==> src/rtl/btn_sw_input.sv <==
// Switch/button read peripheral: synchronise, debounce, sticky press events, saturating press counter.
// Optional macro BTN_RELEASE_EVT_EN adds sticky release events in register 2 bits [12:8].
module btn_sw_input #(
  parameter int unsigned SAMPLE_DIV   = 50000,
  parameter int unsigned STABLE_TICKS = 4
) (
  input  logic        clk,
  input  logic        rst,
  input  logic [23:0] switches,
  input  logic [4:0]  button,
  input  logic [11:0] addr,
  input  logic        rd_en,
  output logic [31:0] rdata
);

  localparam int unsigned NB = 29;
  localparam int unsigned PW = (SAMPLE_DIV > 2) ? $clog2(SAMPLE_DIV) : 1;
  localparam logic [PW-1:0] PRESC_MAX = PW'(SAMPLE_DIV - 1);
  localparam logic [2:0]    CNT_MAX   = 3'(STABLE_TICKS - 1);

  logic [NB-1:0]      sync1;
  logic [NB-1:0]      sync2;
  logic [NB-1:0]      stable;
  logic [NB-1:0][2:0] cnt;
  logic [PW-1:0]      presc;
  logic               tick;
  logic [4:0]         btn_prev;
  logic [4:0]         rise;
  logic [4:0]         evt;
  logic [4:0]         evt_rel_rd;
  logic [15:0]        press_cnt;
  logic [2:0]         rise_cnt;
  logic [16:0]        cnt_sum;
  logic               clr;
  logic               unused_addr;

  assign unused_addr = ^{addr[11:4], addr[1:0]};

  always_ff @(posedge clk or negedge rst) begin
    if (!rst) begin
      sync1 <= '0;
      sync2 <= '0;
    end else begin
      sync1 <= {button, switches};
      sync2 <= sync1;
    end
  end

  assign tick = (presc == PRESC_MAX);

  always_ff @(posedge clk or negedge rst) begin
    if (!rst) presc <= '0;
    else      presc <= tick ? '0 : presc + PW'(1);
  end

  // A bit only moves once it has disagreed with its debounced value for STABLE_TICKS ticks in a row.
  always_ff @(posedge clk or negedge rst) begin
    if (!rst) begin
      stable <= '0;
      // NOTE: the per-bit counters are ordinary flops, not RAM, so they are cleared with everything else.
      cnt    <= '0;
    end else if (tick) begin
      for (int i = 0; i < NB; i++) begin
        if (sync2[i] != stable[i]) begin
          if (cnt[i] == CNT_MAX) begin
            stable[i] <= sync2[i];
            cnt[i]    <= '0;
          end else begin
            cnt[i] <= cnt[i] + 3'd1;
          end
        end else begin
          cnt[i] <= '0;
        end
      end
    end
  end

  assign rise = stable[28:24] & ~btn_prev;
  assign clr  = rd_en && (addr[3:2] == 2'd2);

  always_comb begin
    // NOTE: blocking accumulation is correct here; this is a combinational sum, not state.
    rise_cnt = '0;
    for (int i = 0; i < 5; i++) rise_cnt = rise_cnt + 3'(rise[i]);
  end

  assign cnt_sum = {1'b0, press_cnt} + {14'b0, rise_cnt};

  always_ff @(posedge clk or negedge rst) begin
    if (!rst) begin
      btn_prev  <= '0;
      evt       <= '0;
      press_cnt <= '0;
    end else begin
      btn_prev  <= stable[28:24];
      evt       <= (evt & ~{5{clr}}) | rise;
      press_cnt <= cnt_sum[16] ? 16'hFFFF : cnt_sum[15:0];
    end
  end

`ifdef BTN_RELEASE_EVT_EN
  logic [4:0] fall;
  logic [4:0] evt_rel;

  assign fall = ~stable[28:24] & btn_prev;

  always_ff @(posedge clk or negedge rst) begin
    if (!rst) evt_rel <= '0;
    else      evt_rel <= (evt_rel & ~{5{clr}}) | fall;
  end

  assign evt_rel_rd = evt_rel;
`else
  assign evt_rel_rd = '0;
`endif

  always_comb begin
    rdata = '0;
    case (addr[3:2])
      2'd0: rdata = {8'b0, stable[23:0]};
      2'd1: rdata = {27'b0, stable[28:24]};
      2'd2: rdata = {19'b0, evt_rel_rd, 3'b0, evt};
      2'd3: rdata = {16'b0, press_cnt};
      default: rdata = '0;
    endcase
  end

endmodule
==> config.mk <==
export PLATFORM = sky130hd
export DESIGN_NAME = btn_sw_input
export DESIGN_NICKNAME = d
export VERILOG_FILES = /design/src/rtl/btn_sw_input.sv
export SDC_FILE = /design/constraint.sdc
export NUM_CORES = 1
export LEC_CHECK = 0
export CORE_MARGIN = 8
export CORE_UTILIZATION = 35
export CTS_BUF_LIST = sky130_fd_sc_hd__clkbuf_2
export CTS_CLUSTER_DIAMETER = 200
export DETAILED_ROUTE_END_ITERATION = 8
export PLACE_DENSITY = 0.62
export SYNTH_ARGS = -nofsm -noshare
export SYNTH_HDL_FRONTEND = slang
export SYNTH_SLANG_ARGS = --single-unit
==> constraint.sdc <==
create_clock -name clk -period 4.8 [get_ports clk]
set_input_delay 0.48 -clock clk [delete_from_list [all_inputs] [get_ports clk]]
set_output_delay 0.48 -clock clk [all_outputs]
set_load 0.1 [all_outputs]
==> results of run 1 <==
==> per-stage QoR <==
stage | util (%) | worst slack (ns) | cell area (um2)
after CTS | 41.1 | 1.36 | 10700
after detailed placement | 38.5 | 1.45 | 10100
after global placement | 38.5 | 1.48 | 10100
after global routing | 41.2 | 1.24 | 10800
after floorplan | - | 1.71 | 9340
final | 41.2 | 1.40 | 10800
==> layout make-up <==
class,count,area share [%]
Inverter,30,1.05
Sequential cell,216,50.3
Clock inverter,12,0.570
Multi-Input combinational cell,550,33.3
Clock buffer,89,4.14
Timing Repair Buffer,78,6.79
Tap cell,335,3.90
Antenna cell,1,0.0233
==> power groups by stage <==
| stage | clock (uW) | sequential (uW) | combinational (uW) |
|---|---|---|---|
| floorplan | 0 | 1890 | 64.1 |
| global placement | 0 | 1890 | 132 |
| detailed placement | 0 | 1890 | 132 |
| CTS | 1320 | 1860 | 143 |
| global route | 1430 | 1860 | 156 |
| finish | 1240 | 1860 | 140 |
==> worst reg2reg max path, cell delays in order (launching register included) <==
cell and delay (ns):
dfrtp_1 0.47, nand2b_1 0.15, fa_1 0.55, inv_1 0.05, fa_1 0.46, ha_1 0.25
fa_1 0.41, a21o_1 0.22, and3_1 0.24, and3_1 0.19, mux2_2 0.26
==> flip-flops by register name, indices dropped and copies added, names as in the netlist <==
name / flops
sync2: 29
press_cnt: 16
btn_prev: 5
presc: 16
cnt: 87
evt: 5
sync1: 29
stable: 29
==> how the worst min path moves through the flow <==
stage / endpoint / cells past startpoint / slack, ns / start
2_1_floorplan: btn_prev[0] / 0 / 0.18 / rst
3_3_place_gp: sync2[18] / 0 / 0.33 / sync1[18]
3_5_place_dp: sync2[15] / 0 / 0.33 / sync1[15]
4_1_cts: sync1[26] / 1 / 0.01 / button[2]
5_1_grt: sync1[5] / 1 / 0.01 / switches[5]
6_report: sync1[26] / 1 / 0.12 / button[2]
==> per-layer routing <==
metal / global-route usage [%] / vias to the layer above
li1: - / 3020
met1: 14.3 / 2857
met2: 16.9 / 114
met3: 3.45 / 34
met4: 4.27 / 0
met5: 0 / -
==> layout by cell type (no fill, tap or decap), drive strengths merged, types with 32 or more instances in the layout <==
master / netlist / routed
ha: 34 / 34
nor2: 91 / 91
clkdlybuf4s50: 0 / 37
and3: 34 / 34
inv: 30 / 32
dfrtp: 216 / 216
xnor2: 38 / 38
clkbuf: 10 / 89
nand2: 123 / 123
==> repair_timing <==
action	CTS	global route
setup buffers	0	0
hold endpoints to repair	144	1
hold buffers	17	1
==> cells by family (layout without fill, tap and decap cells) <==
| kind of cell | count (synthesis) | count (layout) | synth area share (%) |
|---|---|---|---|
| AOI/OAI and AO/OA | 89 | 89 | 6.23 |
| DFF | 216 | 216 | 58.0 |
| and+or+nand+nor | 333 | 333 | 17.1 |
| xor gates and xnor gates | 47 | 47 | 4.42 |
| muxes | 36 | 36 | 4.98 |
| adders and majority gates | 37 | 37 | 5.21 |
| buffers and inverters | 63 | 209 | 3.99 |
| other | 1 | 9 | 0.0403 |
==> reports/qor.csv, run 1 <==
stage;metric;value;unit
run_status;run_status;completed;
placed_design;dp_cells;1191;
global_routing;grt_usage;11.0;%
layout;layout.nets;1015;
sta;rsz0062_at_grt;false;
die;fp-row-count;59;
placed_design;port_buffers;57;
setup_path;crit_end;press_cnt[12];
routing;drtIter0Drc;465;
pwr;pwr-share-seq;57.4;%
synth;ys_seq_elements;216;
setup_path;start_kind;register;
synth;ys_top_cells_by_count;dfrtp_1, nand2_1, nor2_1;
layout;drive_gt1_share;15.7;%
die;ios;76;
layout;n_fill_cell;2568;
setup_path;timing.setup.critical_path_class;reg -> reg;
setup_path;crit_cells;10;
synth;async_flop_share;100;%
routing;highest_layer;met4;
synth;synth_edf_count;0;
sta;slew_headroom;32.7;%
sta;fmax;294;MHz
hold_path;min_path_type;in -> reg;
routing;route.met3.wl;1.03;mm
sta;tightestPinTransition;1.01;ns
setup_path;crit_path_max_fanout;5;
setup_path;cpPeakStageDelay;0.55;ns
pwr;p_sw;845;uW
run;max_cap_violations;0;
global_routing;grt_antenna_before_repair;1;
setup_path;reg2regPathDepth;10;
setup_path;crit_chain;nand2b_1 -> fa_1 -> inv_1 -> fa_1 -> ha_1 -> fa_1 -> a21o_1 -> and3_1 -> and3_1 -> mux2_2;
routing;routed_wl;17.0;mm
synth;yosys_warnings;0;
setup_path;cp_num_buf_inv;1;
placed_design;gp_congestion;0.764;
placed_design;dp_hpwl;10.7;mm
routing;postRouteAntennaNets;0;
sta;fin_worst_skew;0.0723;ns
synth;yosys-top-cells-area;dfrtp_1, nand2_1, ha_1;
layout;syn2layout_area_growth;15.4;%
clocking;cts_made_buffers;58;
global_routing;grt_pass1_vias;6159;
pwr;p_leak;0.00556;uW
setup_path;cp_top_family;adder cells;
pwr;vdd.ir_drop.worst;0.143;mV
clocking;cts-resized-gates;0;
die;die_h;179;um
setup_path;reg2reg_to;press_cnt[12];
synth;synth_area;0.00932;mm2
layout;seq_area;0.00541;mm2
synth;synth_ff_type;dfrtp_1;
sta;min_period;3.40;ns
synth;synth_top_area_cell;dfrtp_1;
pwr;pwr-share-comb;4.3;%
sta;setup-violations-final;0;
setup_path;cp.required;5.47;ns
routing;dr.pass1.iters;4;
synth;synth_top_area_share;58.0;%
clocking;cts_sinks;216;
global_routing;grt_max_degree;131;
sta;period_share;70.9;%
sta;hold_viol;0;
synth;postSynthAreaPerCell;11.3;um2
pwr;p_sw_share;26.1;%
pwr;p_int;2390;uW
routing;met1Wirelength;8.05;mm
setup_path;reg2reg_slack;1.40;ns
synth;netlist_instances;822;
pwr;p_clk_share;38.3;%
routing;wl_met2;7.52;mm
die;core-area;0.0261;mm2
global_routing;grt_pass1_wl;28.9;mm
die;initial_utilization;35.7;%
die;die_area;0.0321;mm2
global_routing;overflow;0;
clocking;insertion_delay;0.85;ns
layout;multi_input_area;0.00358;mm2
synth;ys_seq_area_share;58.0;%
die;die_w;179;um
sta;fin_hold_ws;0.124;ns
setup_path;startpoint;stable[24];
routing;wl_per_cell;13.0;um
routing;via_count;6025;
setup_path;cpMostUsedCell;fa_1;
sta;final.setup.tns;0;ns
clocking;clockRootBuffer;clkbuf_2;
clocking;cts_tree;yes;
setup_path;slowest_stage;fa_1;
pwr;power.total;3230;uW
pwr;power_density;301;mW/mm2
setup_path;endpoint_kind;register;
sta;maxSlewViolCount;0;
clocking;htree_levels;2;
synth;synth_cell_types;56;
layout;finalNonFillerCells;1311;
routing;drt-vias-per-instance;4.60;
routing;drcViolationCount;0;
synth;synth_most_common_cell;dfrtp_1;
clocking;clkTransAtPathRegs;0.09;ns
setup_path;rr_startpoint;stable[24];
clocking;clock_tree.buffer_depth;3;
setup_path;crit_arrival;4.08;ns
No activity file was read; power rests on OpenSTA's default activity.
==> run 2: changes to the inputs <==
--- a/config.mk
+++ b/config.mk
@@ -10,7 +10,7 @@
 export CTS_BUF_LIST = sky130_fd_sc_hd__clkbuf_2
 export CTS_CLUSTER_DIAMETER = 200
 export DETAILED_ROUTE_END_ITERATION = 8
-export PLACE_DENSITY = 0.62
+export PLACE_DENSITY = 0.64
 export SYNTH_ARGS = -nofsm -noshare
 export SYNTH_HDL_FRONTEND = slang
 export SYNTH_SLANG_ARGS = --single-unit
==> constraint.sdc (replaced) <==
create_clock -name clk -period 2.9 [get_ports clk]
set_input_delay 0.29 -clock clk [delete_from_list [all_inputs] [get_ports clk]]
set_output_delay 0.29 -clock clk [all_outputs]
set_load 0.1 [all_outputs]
==> reports/qor.csv, run 2 (synthesized netlist as in run 1, its figures left out) <==
stage;metric;value;unit;change
run_status;run_status;complete, but fails checks;;
run_status;violations;setup timing;;
routing;drcViolationCount;0;;unchanged
routing;postRouteAntennaNets;0;;unchanged
die;initial_utilization;35.7;%;unchanged
clocking;cts_made_buffers;58;;unchanged
setup_path;cpPeakStageDelay;0.57;ns;+0.02 ns
sta;min_period;3.00;ns;-0.404 ns
sta;slew_headroom;60.5;%;+28 points
pwr;pwr-share-comb;4.8;%;+0.5 points
die;ios;76;;unchanged
pwr;vdd.ir_drop.worst;0.205;mV;+43%
routing;routed_wl;18.2;mm;+6.9%
clocking;htree_levels;2;;unchanged
hold_path;min_path_type;in -> reg;;
setup_path;crit_path_max_fanout;3;;-2
die;fp-row-count;59;;unchanged
run;max_cap_violations;0;;unchanged
setup_path;reg2reg_slack;-0.1;ns;-1.50 ns
routing;via_count;6307;;+4.7%
setup_path;cp_num_buf_inv;1;;unchanged
sta;maxSlewViolCount;0;;unchanged
setup_path;crit_cells;10;;unchanged
clocking;clock_tree.buffer_depth;3;;unchanged
routing;drtIter0Drc;276;;-41%
layout;largest_register_ffs;87;;unchanged
routing;drt-vias-per-instance;4.69;;+2.0%
sta;hold_viol;0;;unchanged
layout;layout.nets;1047;;+3.2%
sta;rsz0062_at_grt;true;;
global_routing;grt_pass1_wl;31.1;mm;+7.5%
sta;period_share;103;%;+32 points
global_routing;grt_max_degree;57;;-56%
setup_path;cp_top_family;adder cells;;
clocking;clockRootBuffer;clkbuf_2;;
pwr;pwr-share-seq;57.2;%;-0.2 points
layout;final_common_cell;dfrtp_1;;
sta;tightestPinTransition;0.589;ns;-0.419 ns
pwr;p_sw_share;26.5;%;+0.33 points
setup_path;crit_chain;nand2b_4 -> fa_1 -> inv_2 -> fa_2 -> ha_4 -> fa_2 -> a21o_1 -> and3_4 -> and3_4 -> mux2_2;;
pwr;p_sw;1420;uW;+68%
global_routing;grt_antenna_before_repair;1;;unchanged
pwr;p_clk_share;38.0;%;-0.3 points
clocking;insertion_delay;0.84;ns;about the same
layout;syn2layout_area_growth;22.2;%;
setup_path;timing.setup.critical_path_class;reg -> reg;;
layout;regMostFlops;cnt;;
placed_design;port_buffers;57;;unchanged
setup_path;start_kind;register;;
global_routing;overflow;0;;unchanged
setup_path;reg2regPathDepth;10;;unchanged
setup_path;crit_arrival;3.71;ns;-0.37 ns
setup_path;cp.required;3.61;ns;-1.86 ns
setup_path;slowest_stage;fa_1;;
sta;fmax;334;MHz;+13%
sta;fin_worst_skew;0.0912;ns;+0.0189 ns
setup_path;rr_startpoint;btn_prev[0];;
pwr;p_int;3950;uW;+65%
layout;drive_gt1_share;18.5;%;+2.8 points
setup_path;crit_end;press_cnt[12];;
clocking;cts_setup_buffers;0;;unchanged
pwr;power.total;5370;uW;+66%
global_routing;grt_pass1_vias;6590;;+7.0%
sta;final.setup.tns;-0.675;ns;-0.675 ns
pwr;power_density;472;mW/mm2;+57%
routing;wl_per_cell;13.5;um;+4.2%
die;core-area;0.0261;mm2;unchanged
sta;layout_setup_ws;-0.0975;ns;-1.50 ns
die;die_area;0.0321;mm2;unchanged
clocking;clkTransAtPathRegs;0.11;ns;+0.02 ns
routing;dr.pass1.iters;4;;unchanged
placed_design;gp_congestion;0.786;;+2.8%
sta;setup-violations-final;16;;+16
setup_path;startpoint;btn_prev[0];;
clocking;cts_tree;yes;;
setup_path;reg2reg_to;press_cnt[12];;
die;die_h;179;um;unchanged
placed_design;dp_hpwl;11.8;mm;+10%
layout;layout_common_cells;dfrtp_1, nand2_1, nor2_1;;
die;die_w;179;um;unchanged
setup_path;endpoint_kind;register;;
global_routing;grt_usage;11.8;%;+0.82 points
clocking;cts_sinks;216;;unchanged
pwr;p_leak;0.00579;uW;+4.2%
[run 2: tightest hold or removal path, stage by stage]
cell	delay, ns
clkdlybuf4s50_1	0.40
nand3b_1	0.20
a21o_1	0.14
[run 2: through the flow]
step	instance area, um2	std cells	setup WS [ns]	util (%)	hold WS, ns
2_1_floorplan	9370	829	-0.0799	-	-0.00559
3_3_place_gp	10500	1208	-0.106	40.1	0.333
3_5_place_dp	10500	1208	-0.178	40.1	0.335
4_1_cts	11400	1345	-0.121	43.5	0.132
5_1_grt	11400	1346	-0.210	43.6	0.186
6_report	11400	1346	-0.0975	43.6	0.236
[run 2: power by group through the flow]
stage	clock, uW	combinational [uW]	sequential, uW
after global routing	2320	288	3080
after global placement	0	223	3130
after CTS	2170	266	3070
final	2040	258	3070
after detailed placement	0	225	3130
after floorplan	0	106	3120
[run 2: worst min path at each step]
| stage | start | end | slack (ns) | cells after the start |
|---|---|---|---|---|
| finish | rd_en | evt[2] | 0.24 | 3 |
| global route | rd_en | evt[4] | 0.19 | 3 |
| CTS | rd_en | evt[2] | 0.13 | 3 |
| detailed placement | sync1[0] | sync2[0] | 0.33 | 0 |
| global placement | sync1[19] | sync2[19] | 0.33 | 0 |
| floorplan | rst | btn_prev[0] | -0.006 | 0 |
[run 2: layout make-up]
type / count / area, um2
Inverter: 30 / 113
Clock inverter: 18 / 75.1
Fill cell: 2509 / 14700
Sequential cell: 216 / 5410
Multi-Input combinational cell: 551 / 3660
Tap cell: 335 / 419
Timing Repair Buffer: 109 / 1280
Antenna cell: 1 / 2.50
Clock buffer: 86 / 430
[run 2: layer usage]
layer,vias up,share of wire [%],track usage (%)
li1,3099,-,-
met1,3036,46,14.8
met3,41,6.4,3.35
met5,-,0,0
met2,131,45,18.9
met4,0,2.3,4.96
[run 2: what timing repair did]
action,CTS,global route
pin swaps,1,0
hold buffers,32,0
hold endpoints to repair,245,0
endpoints found under the setup margin,16,16
gates cloned,1,0
gates resized for setup,4,4
==> run 3: changes to the inputs <==
--- a/config.mk
+++ b/config.mk
@@ -5,12 +5,14 @@
 export SDC_FILE = /design/constraint.sdc
 export NUM_CORES = 1
 export LEC_CHECK = 0
+export CORE_ASPECT_RATIO = 0.5
 export CORE_MARGIN = 8
-export CORE_UTILIZATION = 35
+export CORE_UTILIZATION = 54
 export CTS_BUF_LIST = sky130_fd_sc_hd__clkbuf_2
 export CTS_CLUSTER_DIAMETER = 200
 export DETAILED_ROUTE_END_ITERATION = 8
-export PLACE_DENSITY = 0.64
+export PLACE_DENSITY = 0.87
+export SETUP_SLACK_MARGIN = 0.05
 export SYNTH_ARGS = -nofsm -noshare
 export SYNTH_HDL_FRONTEND = slang
 export SYNTH_SLANG_ARGS = --single-unit
==> reports/qor.csv, run 3 (synthesized netlist as in run 1, its figures left out) <==
stage;metric;value;unit;change
global_routing;grt_usage;16.9;%;+5.1 points
pwr;vdd.ir_drop.worst;0.221;mV;+7.6%
setup_path;crit_cells;10;;unchanged
sta;setup-violations-final;16;;unchanged
sta;fin_worst_skew;0.108;ns;+0.0166 ns
setup_path;reg2regPathDepth;10;;unchanged
sta;slew_headroom;44.7;%;-16 points
clocking;cts_sinks;216;;unchanged
clocking;clkTransAtPathRegs;0.11;ns;about the same
die;die_area;0.0220;mm2;-32%
clocking;clockRootBuffer;clkbuf_2;;
global_routing;grt_pass1_vias;6591;;+0.015%
setup_path;rr_startpoint;btn_prev[1];;
die;fp-row-count;34;;-42%
sta;fin_hold_ws;0.102;ns;-0.134 ns
placed_design;gp_congestion;0.814;;+3.6%
pwr;p_leak;0.00567;uW;-2.1%
setup_path;crit_path_max_fanout;3;;unchanged
hold_path;min_path_type;in -> reg;;
hold_path;hold_depth;1;;-2
routing;wl_per_cell;15.2;um;+13%
layout;final_common_cell;dfrtp_1;;
setup_path;cp.required;3.50;ns;-0.11 ns
routing;dr.pass1.iters;4;;unchanged
die;ios;76;;unchanged
sta;min_period;3.06;ns;+0.0590 ns
hold_path;hold_path.startpoint;button[3];;
sta;tightestPinTransition;0.829;ns;+0.241 ns
die;die_w;202;um;+13%
sta;final.setup.tns;-1.26;ns;-0.587 ns
sta;hold_viol;0;;unchanged
layout;stdcell_area;0.0111;mm2;-2.9%
layout;regMostFlops;cnt;;
routing;postRouteAntennaNets;0;;unchanged
setup_path;reg2reg_slack;-0.16;ns;-0.06 ns
sta;layout_setup_ws;-0.157;ns;-0.0590 ns
layout;layout_common_cells;dfrtp_1, nand2_1, nor2_1;;
clocking;insertion_delay;0.72;ns;-0.12 ns
sta;period_share;105;%;+2.0 points
hold_path;holdPathEnd;sync1[27];;
sta;rsz0062_at_grt;true;;
die;die_h;109;um;-39%
global_routing;grt_pass1_wl;30.8;mm;-0.89%
placed_design;dp_hpwl;12.5;mm;+6.0%
setup_path;crit_chain;nand2b_4 -> fa_1 -> inv_2 -> fa_1 -> ha_2 -> fa_2 -> a21o_1 -> and3_4 -> and3_4 -> mux2_2;;
placed_design;port_buffers;57;;unchanged
layout;drive_gt1_share;17.1;%;-1.4 points
placed_design;place_area;0.0103;mm2;-1.4%
setup_path;start_kind;register;;
layout;layout.nets;1030;;-1.6%
placed_design;dp_cells;1103;;-8.7%
routing;drcViolationCount;0;;unchanged
run;max_cap_violations;0;;unchanged
die;initial_utilization;54.3;%;+19 points
global_routing;grt_antenna_before_repair;1;;unchanged
setup_path;reg2reg_to;press_cnt[12];;
setup_path;cp_num_buf_inv;1;;unchanged
layout;largest_register_ffs;87;;unchanged
routing;routed_wl;18.4;mm;+1.4%
setup_path;slowest_stage;fa_1;;
setup_path;timing.setup.critical_path_class;reg -> reg;;
setup_path;cp_top_family;adder cells;;
clocking;cts_tree;yes;;
routing;drt-vias-per-instance;5.25;;+12%
sta;fmax;327;MHz;-1.9%
clocking;cts_made_buffers;48;;-17%
run_status;run_status;complete, but fails checks;;
global_routing;grt_max_degree;80;;+40%
layout;finalNonFillerCells;1211;;-10%
clocking;htree_levels;2;;unchanged
routing;via_count;6361;;+0.86%
setup_path;cpPeakStageDelay;0.53;ns;-0.04 ns
setup_path;crit_arrival;3.66;ns;-0.05 ns
clocking;clock_tree.buffer_depth;3;;unchanged
pwr;power_density;456;mW/mm2;-3.3%
run_status;violations;setup timing;;
setup_path;endpoint_kind;register;;
die;core-area;0.0171;mm2;-34%
sta;maxSlewViolCount;0;;unchanged
layout;syn2layout_area_growth;18.7;%;
routing;drtIter0Drc;385;;+39%
global_routing;overflow;0;;unchanged
## run 3: cell count changes in the layout (fill, tap and decap cells not counted), moves of 2 or more
| cell | change |
|---|---|
| clkinv_2 | -2 |
| clkbuf_2 | -17 |
| dlygate4sd3_1 | -6 |
| clkinv_1 | -7 |
## run 3: how the worst max path moves through the flow
| stage | startpoint | endpoint | slack [ns] |
|---|---|---|---|
| 5_1_grt | btn_prev[1] | press_cnt[12] | -0.25 |
| 2_1_floorplan | stable[24] | press_cnt[12] | -0.08 |
| 4_1_cts | btn_prev[1] | press_cnt[12] | -0.15 |
| 3_5_place_dp | btn_prev[1] | press_cnt[7] | -0.21 |
| 3_3_place_gp | btn_prev[1] | press_cnt[12] | -0.09 |
| 6_report | btn_prev[1] | press_cnt[12] | -0.16 |
## run 3: routing by layer
| layer | GRT usage, % | vias up | share of wire [%] |
|---|---|---|---|
| met4 | 5.44 | 0 | 1.3 |
| li1 | - | 3040 | - |
| met5 | 0 | - | 0 |
| met2 | 28.6 | 155 | 49 |
| met1 | 21.3 | 3140 | 44 |
| met3 | 4.60 | 26 | 6.0 |
## run 3: per-stage QoR
stage                     utilization, %  worst slack (ns)  total power, uW
after floorplan                        -           -0.0799             3230
after global placement              60.3           -0.0910             3350
after detailed placement            60.3            -0.213             3360
after CTS                           64.2            -0.152             5110
after global routing                64.5            -0.248             5310
final                               64.5            -0.157             5040
## run 3: worst register-to-register path, cell delays in order, from the launching register on
cell      delay [ns]
dfrtp_1         0.39
nand2b_4        0.15
fa_1            0.53
inv_2           0.04
fa_1            0.45
ha_2            0.21
fa_2            0.37
a21o_1          0.21
and3_4          0.18
and3_4          0.16
mux2_2          0.26
## run 3: timing repair
action	CTS	global route
setup endpoints to repair	16	16
hold buffers	23	2
pin swaps	3	1
hold endpoints to repair	88	2
gates cloned	1	0
resized for setup	6	4
buffers inserted	2	2
## run 3: final cells by class
cell class | instances | area, um2
inverter | 30 | 113
clock inverter | 8 | 33.8
antenna | 1 | 2.50
fill | 1258 | 6080
timing repair buffer | 102 | 1200
multi-input combinational | 551 | 3670
tap | 234 | 293
sequential | 216 | 5410
clock buffer | 69 | 345
## run 3: power by group
part	switching, uW	internal (uW)
Sequential	22.2	3050
Combinational	153	94.6
Clock	1100	622
